`src/rtl/dmac_multi.sv`:
```
// Multi-channel DMA controller: NCH programmable channels sharing one HLD/HLDA bus-master engine.
// Build with DMAC_ROTATE_PRIO_EN defined for rotating channel priority (fixed lowest-index otherwise).
module dmac_multi #(
   parameter int NCH = 4,
   parameter int AW  = 16,
   parameter int DW  = 8,
   parameter int CHW = 2
) (
   input  logic            CLK,
   input  logic            RST,
   input  logic            REGW,
   input  logic [CHW-1:0]  CHSEL,
   input  logic [1:0]      REGSEL,
   input  logic [AW-1:0]   Setup,
   input  logic [NCH-1:0]  DREQ,
   output logic [NCH-1:0]  DACK,
   output logic            HLD,
   input  logic            HLDA,
   input  logic            RDY,
   output logic            MEMR,
   output logic            MEMW,
   output logic            IOR,
   output logic            IOW,
   output logic            EOP,
   output logic [AW-1:0]   Addrbus,
   input  logic [DW-1:0]   Data_in,
   output logic [DW-1:0]   Data_out,
   output logic            BUSY
);

   typedef enum logic [2:0] {S_IDLE, S_WAIT_HLDA, S_ADDR, S_STROBE, S_UPDATE} state_t;

   state_t         state, state_nxt;
   logic [4:0]     mode  [NCH];
   logic [AW-1:0]  count [NCH];
   logic [AW-1:0]  addr  [NCH];
   logic [CHW-1:0] ch;
   logic [CHW-1:0] win;
   logic           win_vld;
   logic [CHW-1:0] arb_base;
   logic [NCH-1:0] req;
   logic [NCH-1:0] owned;
   logic           terminal;
   logic           burst_go;
   logic           strobe;

   function automatic logic [CHW-1:0] slot(input logic [CHW-1:0] base, input int off);
      return CHW'((int'(base) + off) % NCH);
   endfunction

`ifdef DMAC_ROTATE_PRIO_EN
   logic [CHW-1:0] rot_ptr;

   // The channel just serviced drops to the bottom of the search order.
   always_ff @(posedge CLK) begin
      if (RST)
         rot_ptr <= '0;
      else if (state == S_UPDATE && state_nxt == S_IDLE)
         rot_ptr <= slot(ch, 1);
   end

   assign arb_base = rot_ptr;
`else
   assign arb_base = '0;
`endif

   always_comb begin
      req   = '0;
      owned = '0;
      for (int i = 0; i < NCH; i++) begin
         req[i]   = mode[i][4] & DREQ[i];
         owned[i] = (state != S_IDLE) && (ch == CHW'(i));
      end
   end

   always_comb begin
      win     = '0;
      win_vld = 1'b0;
      for (int i = 0; i < NCH; i++) begin
         if (!win_vld && req[slot(arb_base, i)]) begin
            win     = slot(arb_base, i);
            win_vld = 1'b1;
         end
      end
   end

   assign terminal = (count[ch] == '0);
   assign burst_go = mode[ch][3] & DREQ[ch] & HLDA;

   always_comb begin
      state_nxt = state;
      case (state)
         S_IDLE:      if (win_vld) state_nxt = S_WAIT_HLDA;
         S_WAIT_HLDA: begin
            if (!DREQ[ch])  state_nxt = S_IDLE;
            else if (HLDA)  state_nxt = S_ADDR;
         end
         S_ADDR:      state_nxt = S_STROBE;
         S_STROBE:    if (RDY) state_nxt = S_UPDATE;
         S_UPDATE:    state_nxt = (!terminal && burst_go) ? S_ADDR : S_IDLE;
         default:     state_nxt = S_IDLE;
      endcase
   end

   // Strobes and EOP decode straight from state so a reset clears them on the same edge.
   assign strobe = (state == S_STROBE) && !mode[ch][1];
   assign MEMR   = strobe & ~mode[ch][0];
   assign IOW    = strobe & ~mode[ch][0];
   assign IOR    = strobe &  mode[ch][0];
   assign MEMW   = strobe &  mode[ch][0];
   assign EOP    = (state == S_UPDATE) && terminal;
   assign BUSY   = (state != S_IDLE);

   always_ff @(posedge CLK) begin
      if (RST) begin
         state    <= S_IDLE;
         ch       <= '0;
         HLD      <= 1'b0;
         DACK     <= '0;
         Addrbus  <= '0;
         Data_out <= '0;
      end else begin
         state <= state_nxt;
         case (state)
            S_IDLE: begin
               if (win_vld) begin
                  ch  <= win;
                  HLD <= 1'b1;
               end
            end
            S_WAIT_HLDA: if (!DREQ[ch]) HLD <= 1'b0;
            S_ADDR: begin
               Addrbus <= addr[ch];
               DACK    <= NCH'(1) << ch;
            end
            S_STROBE: if (RDY) Data_out <= Data_in;
            S_UPDATE: begin
               if (state_nxt == S_IDLE) begin
                  HLD  <= 1'b0;
                  DACK <= '0;
               end
            end
            default: ;
         endcase
      end
   end

   // CPU writes never touch the channel the engine owns, so they cannot collide with the UPDATE step.
   always_ff @(posedge CLK) begin
      if (RST) begin
         for (int i = 0; i < NCH; i++) begin
            mode[i]  <= '0;
            count[i] <= '0;
            addr[i]  <= '0;
         end
      end else begin
         for (int i = 0; i < NCH; i++) begin
            if (REGW && !owned[i]) begin
               if (REGSEL == 2'b11) begin
                  mode[i][4] <= 1'b0;
               end else if (CHSEL == CHW'(i)) begin
                  case (REGSEL)
                     2'b00:   mode[i]  <= Setup[4:0];
                     2'b01:   count[i] <= Setup;
                     default: addr[i]  <= Setup;
                  endcase
               end
            end
            if (owned[i] && state == S_UPDATE) begin
               addr[i]  <= mode[i][2] ? addr[i] - AW'(1) : addr[i] + AW'(1);
               count[i] <= count[i] - AW'(1);
               if (count[i] == '0) mode[i][4] <= 1'b0;
            end
         end
      end
   end

endmodule

```
`config.mk`:
```
export PLATFORM = sky130hd
export DESIGN_NAME = dmac_multi
export DESIGN_NICKNAME = d
export VERILOG_FILES = /design/src/rtl/dmac_multi.sv
export SDC_FILE = /design/constraint.sdc
export NUM_CORES = 1
export LEC_CHECK = 0
export CAP_MARGIN = 20
export CORE_AREA = 2 2 158 175
export CTS_BUF_LIST = sky130_fd_sc_hd__clkbuf_2 sky130_fd_sc_hd__clkbuf_4 sky130_fd_sc_hd__clkbuf_8
export DETAILED_ROUTE_END_ITERATION = 10
export DIE_AREA = 0 0 160 177
export PLACE_DENSITY = 0.66
export SKIP_CTS_REPAIR_TIMING = 1
export SYNTH_ARGS = -nofsm -noshare
export SYNTH_HDL_FRONTEND = slang
export SYNTH_SLANG_ARGS = --single-unit
```
`constraint.sdc`:
```
create_clock -name CLK -period 2.7 [get_ports CLK]
set_input_delay 0.27 -clock CLK [delete_from_list [all_inputs] [get_ports CLK]]
set_output_delay 0.27 -clock CLK [all_outputs]
set_load 0.05 [all_outputs]
```
Word level (Yosys, flattened, before mapping)
Memories as Yosys holds them, arrays and structs flattened. A register that Yosys moved wholly into a read port is not among the register bits.
Index checks and enable logic that the tools add are counted.
Operators by class
  add/subtract/negate cells: 12
  $lt $le $gt $ge: 1
  eq/ne operators: 15
  shifts and indexed selects: 1
  multiplexer cells: 167
  bitwise gates (word level): 41
  reductions and logical operators: 45
Operator list (count)
  16-bit 2-to-1 mux: 20
  16-bit by 1-bit subtractor with 16-bit output, second input constant: 8
  1-bit 2-to-1 mux: 127
  16-bit zero test: 5
  16-bit by 1-bit adder with 16-bit output, second input constant: 4
  1-bit OR: 32
  4-bit 2-to-1 mux: 5
  1-bit logical AND: 18
  3-bit case mux with 5 select lines: 1
  2-bit 2-to-1 mux: 7
  3-bit 2-to-1 mux: 4
  2-bit equality test, second input constant: 5
  1-bit zero test: 9
  1-bit bitwise AND: 8
  4-bit case mux with 2 select lines: 1
  2-bit by 1-bit equality test with 1-bit output, second input constant: 3
  3-bit by 2-bit equality test with 1-bit output, second input constant: 2
  2-bit zero test: 3
  3-bit zero test: 2
  2-bit AND reduction: 3
  3-bit nonzero test: 2
  2-bit inequality test, second input constant: 2
  4-bit AND reduction: 1
  1-bit by 2-bit << shifter with 4-bit output, first input constant: 1
  other kinds (9): 9
Storage, ports and cells
  register bits after elaboration: 18
  RAM bits: 148
  input port bits: 37
  output and inout port bits: 35
  word-level logic and storage cells: 290
  memories: 3
Memories
  addr: depth 4, bits a word 16, rd ports 5, clocked after Yosys merged registers in 1, wr ports 4, RTL line 36  | logic [AW-1:0] addr [NCH];
  count: depth 4, bits a word 16, rd ports 5, clocked after Yosys merged registers in 1, wr ports 4, RTL line 35  | logic [AW-1:0] count [NCH];
  mode: depth 4, bits a word 5, rd ports 5, clocked after Yosys merged registers in 1, wr ports 4, RTL line 34  | logic [4:0] mode [NCH];

Logic depth before layout (Yosys ltp)
An unclocked memory read counts as a cell.
  depth after elaboration: 17
  mapped depth: 10
  gate-level depth less buffers: 9

Worst setup path before layout
OpenSTA, ideal clock, no wires.
  path kind: flip-flop to output port
  from: mem count[1][4]
  to: out EOP
  arrival: 3.283 ns
  data required time: 2.430 ns
  setup slack: -0.853 ns
  cell stages (with the launch flop): 7
  path buffers: 0
  cell sequence: edfxtp_1 or4_4 or4_4 or3_4 o21ai_4 nor2_1 a211oi_1
RTL lines
  start: declaration: RTL line 35
  end: declaration: RTL line 24  | output logic EOP,

==> flow_metrics.tcl <==
set metrics [dict create \
    status "finished with violations" \
    violations "setup timing" \
    syn-cell-area_um2 12100 \
    wl_um 35700 \
    die_h_um 177 \
    ys_seq_area_share_pct 42.8 \
    yosysTopAreaCellShare_pct 36.8 \
    critical_path.most_common_cell "or4_4" \
    async_flop_share_pct 0 \
    min-delay-start "Data_in[4]" \
    utilization_pct 54.6 \
    fin_nets 1499 \
    io_buffers 71 \
    required_ns 2.43 \
    place_congestion 0.900 \
    cpMaxStageDelayCell "or4_4" \
    startpoint "count[1][4]" \
    nFillCells 2398 \
    fmax_ghz 0.322 \
    die_area_um2 28300 \
    syn-num-nets 1367 \
    drive_above_1_share_pct 16.3 \
    arrival_ns 2.83 \
    fin_area_um2 14500 \
    cts_htree_levels 4 \
    rows 63 \
    area_growth_pct 20.4 \
    antennaDiodeCount 0 \
    multi_input_area_um2 6790 \
    hold_path_end "Data_out[4]" \
    final_max_slew_viol_count 0 \
    antenna_found_initial 0 \
    grt_pass1_wl_um 54600 \
    worstSetupPathType "reg -> out" \
    reg2reg_depth 9 \
    end_kind "output port" \
    grt_max_degree 42 \
    vias 10300 \
    synth_cell_types 68 \
    slew_headroom_pct 35.9 \
    crit_family "simple AND/OR/NAND/NOR gates" \
    clkTransAtPathRegs_ns 0.13 \
    hpwl_um 25400 \
    synth_top_area_cell "edfxtp_1" \
    ys_warn_count 0 \
    worst_slack_ns -0.403 \
    vias_per_cell 5.85 \
    clock_path_buffers 2 \
    final-hold-violation-count 0 \
    postSynthCellCount 1266 \
    ant_nets 0 \
    ys_ff_latch 184 \
    worstHoldPathType "in -> reg" \
    r2r_start "mode[3][2]" \
    rrSetupSlack_ns 0.01 \
    fin_crit_sh_pct 115 \
    cts_root_buf "clkbuf_8" \
    synth_edf_count 148 \
    whs_path_depth 3 \
    synth_area_leaders "edfxtp_1 37%, nand2_1 6.5%, ha_1 6.2%, dfxtp_1 6.0%, o21ai_0 5.4%" \
    crit_path_start_kind "flop" \
    place_area_um2 13800 \
    path_cells "or4_4 -> or4_4 -> or3_4 -> o21ai_4 -> nor2_2 -> a211oi_4 -> buf_12" \
    path_buf_inv 1 \
    peakVddDrop_mv 0.298 \
    p_leak_nw 5.34 \
    fin_crit_ns 3.10 \
    tightest_slew_ns 0.958 \
    avgSynthCellArea_um2 9.54 \
    wl_per_cell_um 20.2 \
    grt_pass1_vias 9848 \
    drv_cap 0 \
    drc 0 \
    r2r_end "addr[3][15]" \
    fin_worst_skew_ns 0.0222 \
    worstPathMaxFanout 2 \
    worst-path-stages 7 \
    cts_buffers 17 \
    clk_latency_ns 0.49 \
    setup_viol 1 \
    powerDensity_nw_per_um2 448 \
    ioPinCount 72 \
    regArea_um2 5160 \
    cpPeakStageDelay_ns 0.54 \
    drt_iter0_markers 974 \
    overflow 0 \
    rsz0062_at_grt "true" \
    coreArea_um2 26600 \
    tritoncts "yes" \
    first_pass_iters 5 \
    track_usage_pct 25.0 \
    cts_sinks 184 \
    die_w_um 160 \
    initial_utilization_pct 45.3 \
    synthFlopType "edfxtp_1" \
]
==> worst max-delay path by stage <==
stage	endpoint	slack, ns
after detailed placement	addr[3][15]	-0.03
after floorplan	EOP	-0.21
after global placement	EOP	0.02
final	EOP	-0.40
after CTS	EOP	-0.56
after global routing	EOP	-0.46
==> registers in the layout (all words and copies together), names as in the netlist, named ones only <==
register,count
HLD,1
count,64
Data_out,8
state,3
Addrbus,16
mode,20
DACK,4
addr,64
ch,2
==> layer usage <==
metal / track usage, % / vias to the layer above / part of all wire, %
li1: - / 4905 / -
met1: 33.8 / 4991 / 42
met2: 42.2 / 396 / 48
met3: 3.30 / 57 / 7.5
met4: 7.55 / 0 / 2.6
met5: 0 / - / 0
==> Yosys cell counts, types with 4 or more instances <==
master / count
and2_1: 22
or2_2: 5
a22o_1: 7
nor2_1: 59
a41oi_1: 5
and3_1: 4
o21ai_0: 130
a311oi_1: 5
a211oi_1: 8
a21oi_1: 73
clkbuf_1: 50
inv_1: 38
edfxtp_1: 148
nand2b_1: 27
nor3b_1: 9
o21a_1: 7
nand2_1: 209
o21ai_1: 4
a311o_1: 4
o31ai_1: 8
mux2i_1: 10
or3_1: 20
nor4_1: 14
or4_1: 4
a31oi_1: 7
nor3_1: 38
buf_2: 9
o2111ai_1: 4
mux4_2: 19
ha_1: 60
nor2b_1: 17
a21o_1: 28
xnor2_1: 53
nand3b_1: 5
nand3_1: 15
fa_1: 4
a32o_1: 7
dfxtp_1: 36
o21bai_1: 7
xor2_1: 37
a211o_1: 4
==> cell families (layout without fill, tap and decap cells) <==
logic type               Yosys count  count (layout)  share of synthesized area, %
AO/OA/AOI/OAI                    331             331                          17.2
flip-flops                       184             184                          42.8
multiplexers                      30              30                          4.47
XOR/XNOR                          90              90                          6.53
buffers and inverters            101             246                          3.29
AND/OR/NAND/NOR                  466             466                          18.8
adder cells (fa/ha/maj)           64              64                          6.88
==> layout make-up <==
class | count | area share [%]
clock inverters | 15 | 1.55
inverters | 38 | 0.981
repair buffers | 176 | 10.6
flip-flops and latches | 184 | 35.5
clock buffers | 17 | 1.61
multi-input cells | 981 | 46.7
well taps | 357 | 3.07
==> placed cells by master, fill, tap and decap left out, drive strengths merged, types with 8 or more instances in the layout <==
cell type and instances:
a211oi 8, a21o 28, a21oi 73, and2 22, buf 111, clkbuf 17, clkdlybuf4s50 65, dfxtp 36
edfxtp 148, ha 60, inv 48, mux2i 10, mux4 19, nand2 209, nand2b 27, nand3 15
nor2 59, nor2b 17, nor3 40, nor3b 9, nor4 17, o21ai 135, o31ai 8, or3 22
xnor2 53, xor2 37
==> stage by stage <==
step	hold slack (ns)	setup TNS (ns)	total power [mW]	cells	setup WS (ns)
CTS	0.299	-0.588	6.48	1760	-0.561
global route	0.314	-0.705	6.73	1768	-0.458
finish	0.316	-0.403	6.51	1768	-0.403
floorplan	0.406	-0.277	3.98	1266	-0.213
global placement	0.442	0	4.36	1728	0.0242
detailed placement	0.449	-0.0378	4.38	1728	-0.0266
==> worst reg2reg max path, delay by kind of cell (launching register included) <==
family | cells | cell delay, ns
compound gates | 7 | 1.57
fa+ha+maj | 1 | 0.25
buf+inv | 1 | 0.18
flops | 1 | 0.43
==> power breakdown <==
part	switching [mW]	internal (mW)
logic	0.623	0.470
clock network	1.29	0.841
registers	0.112	3.17
total	2.03	4.48
(Power assumes the default switching activity.)
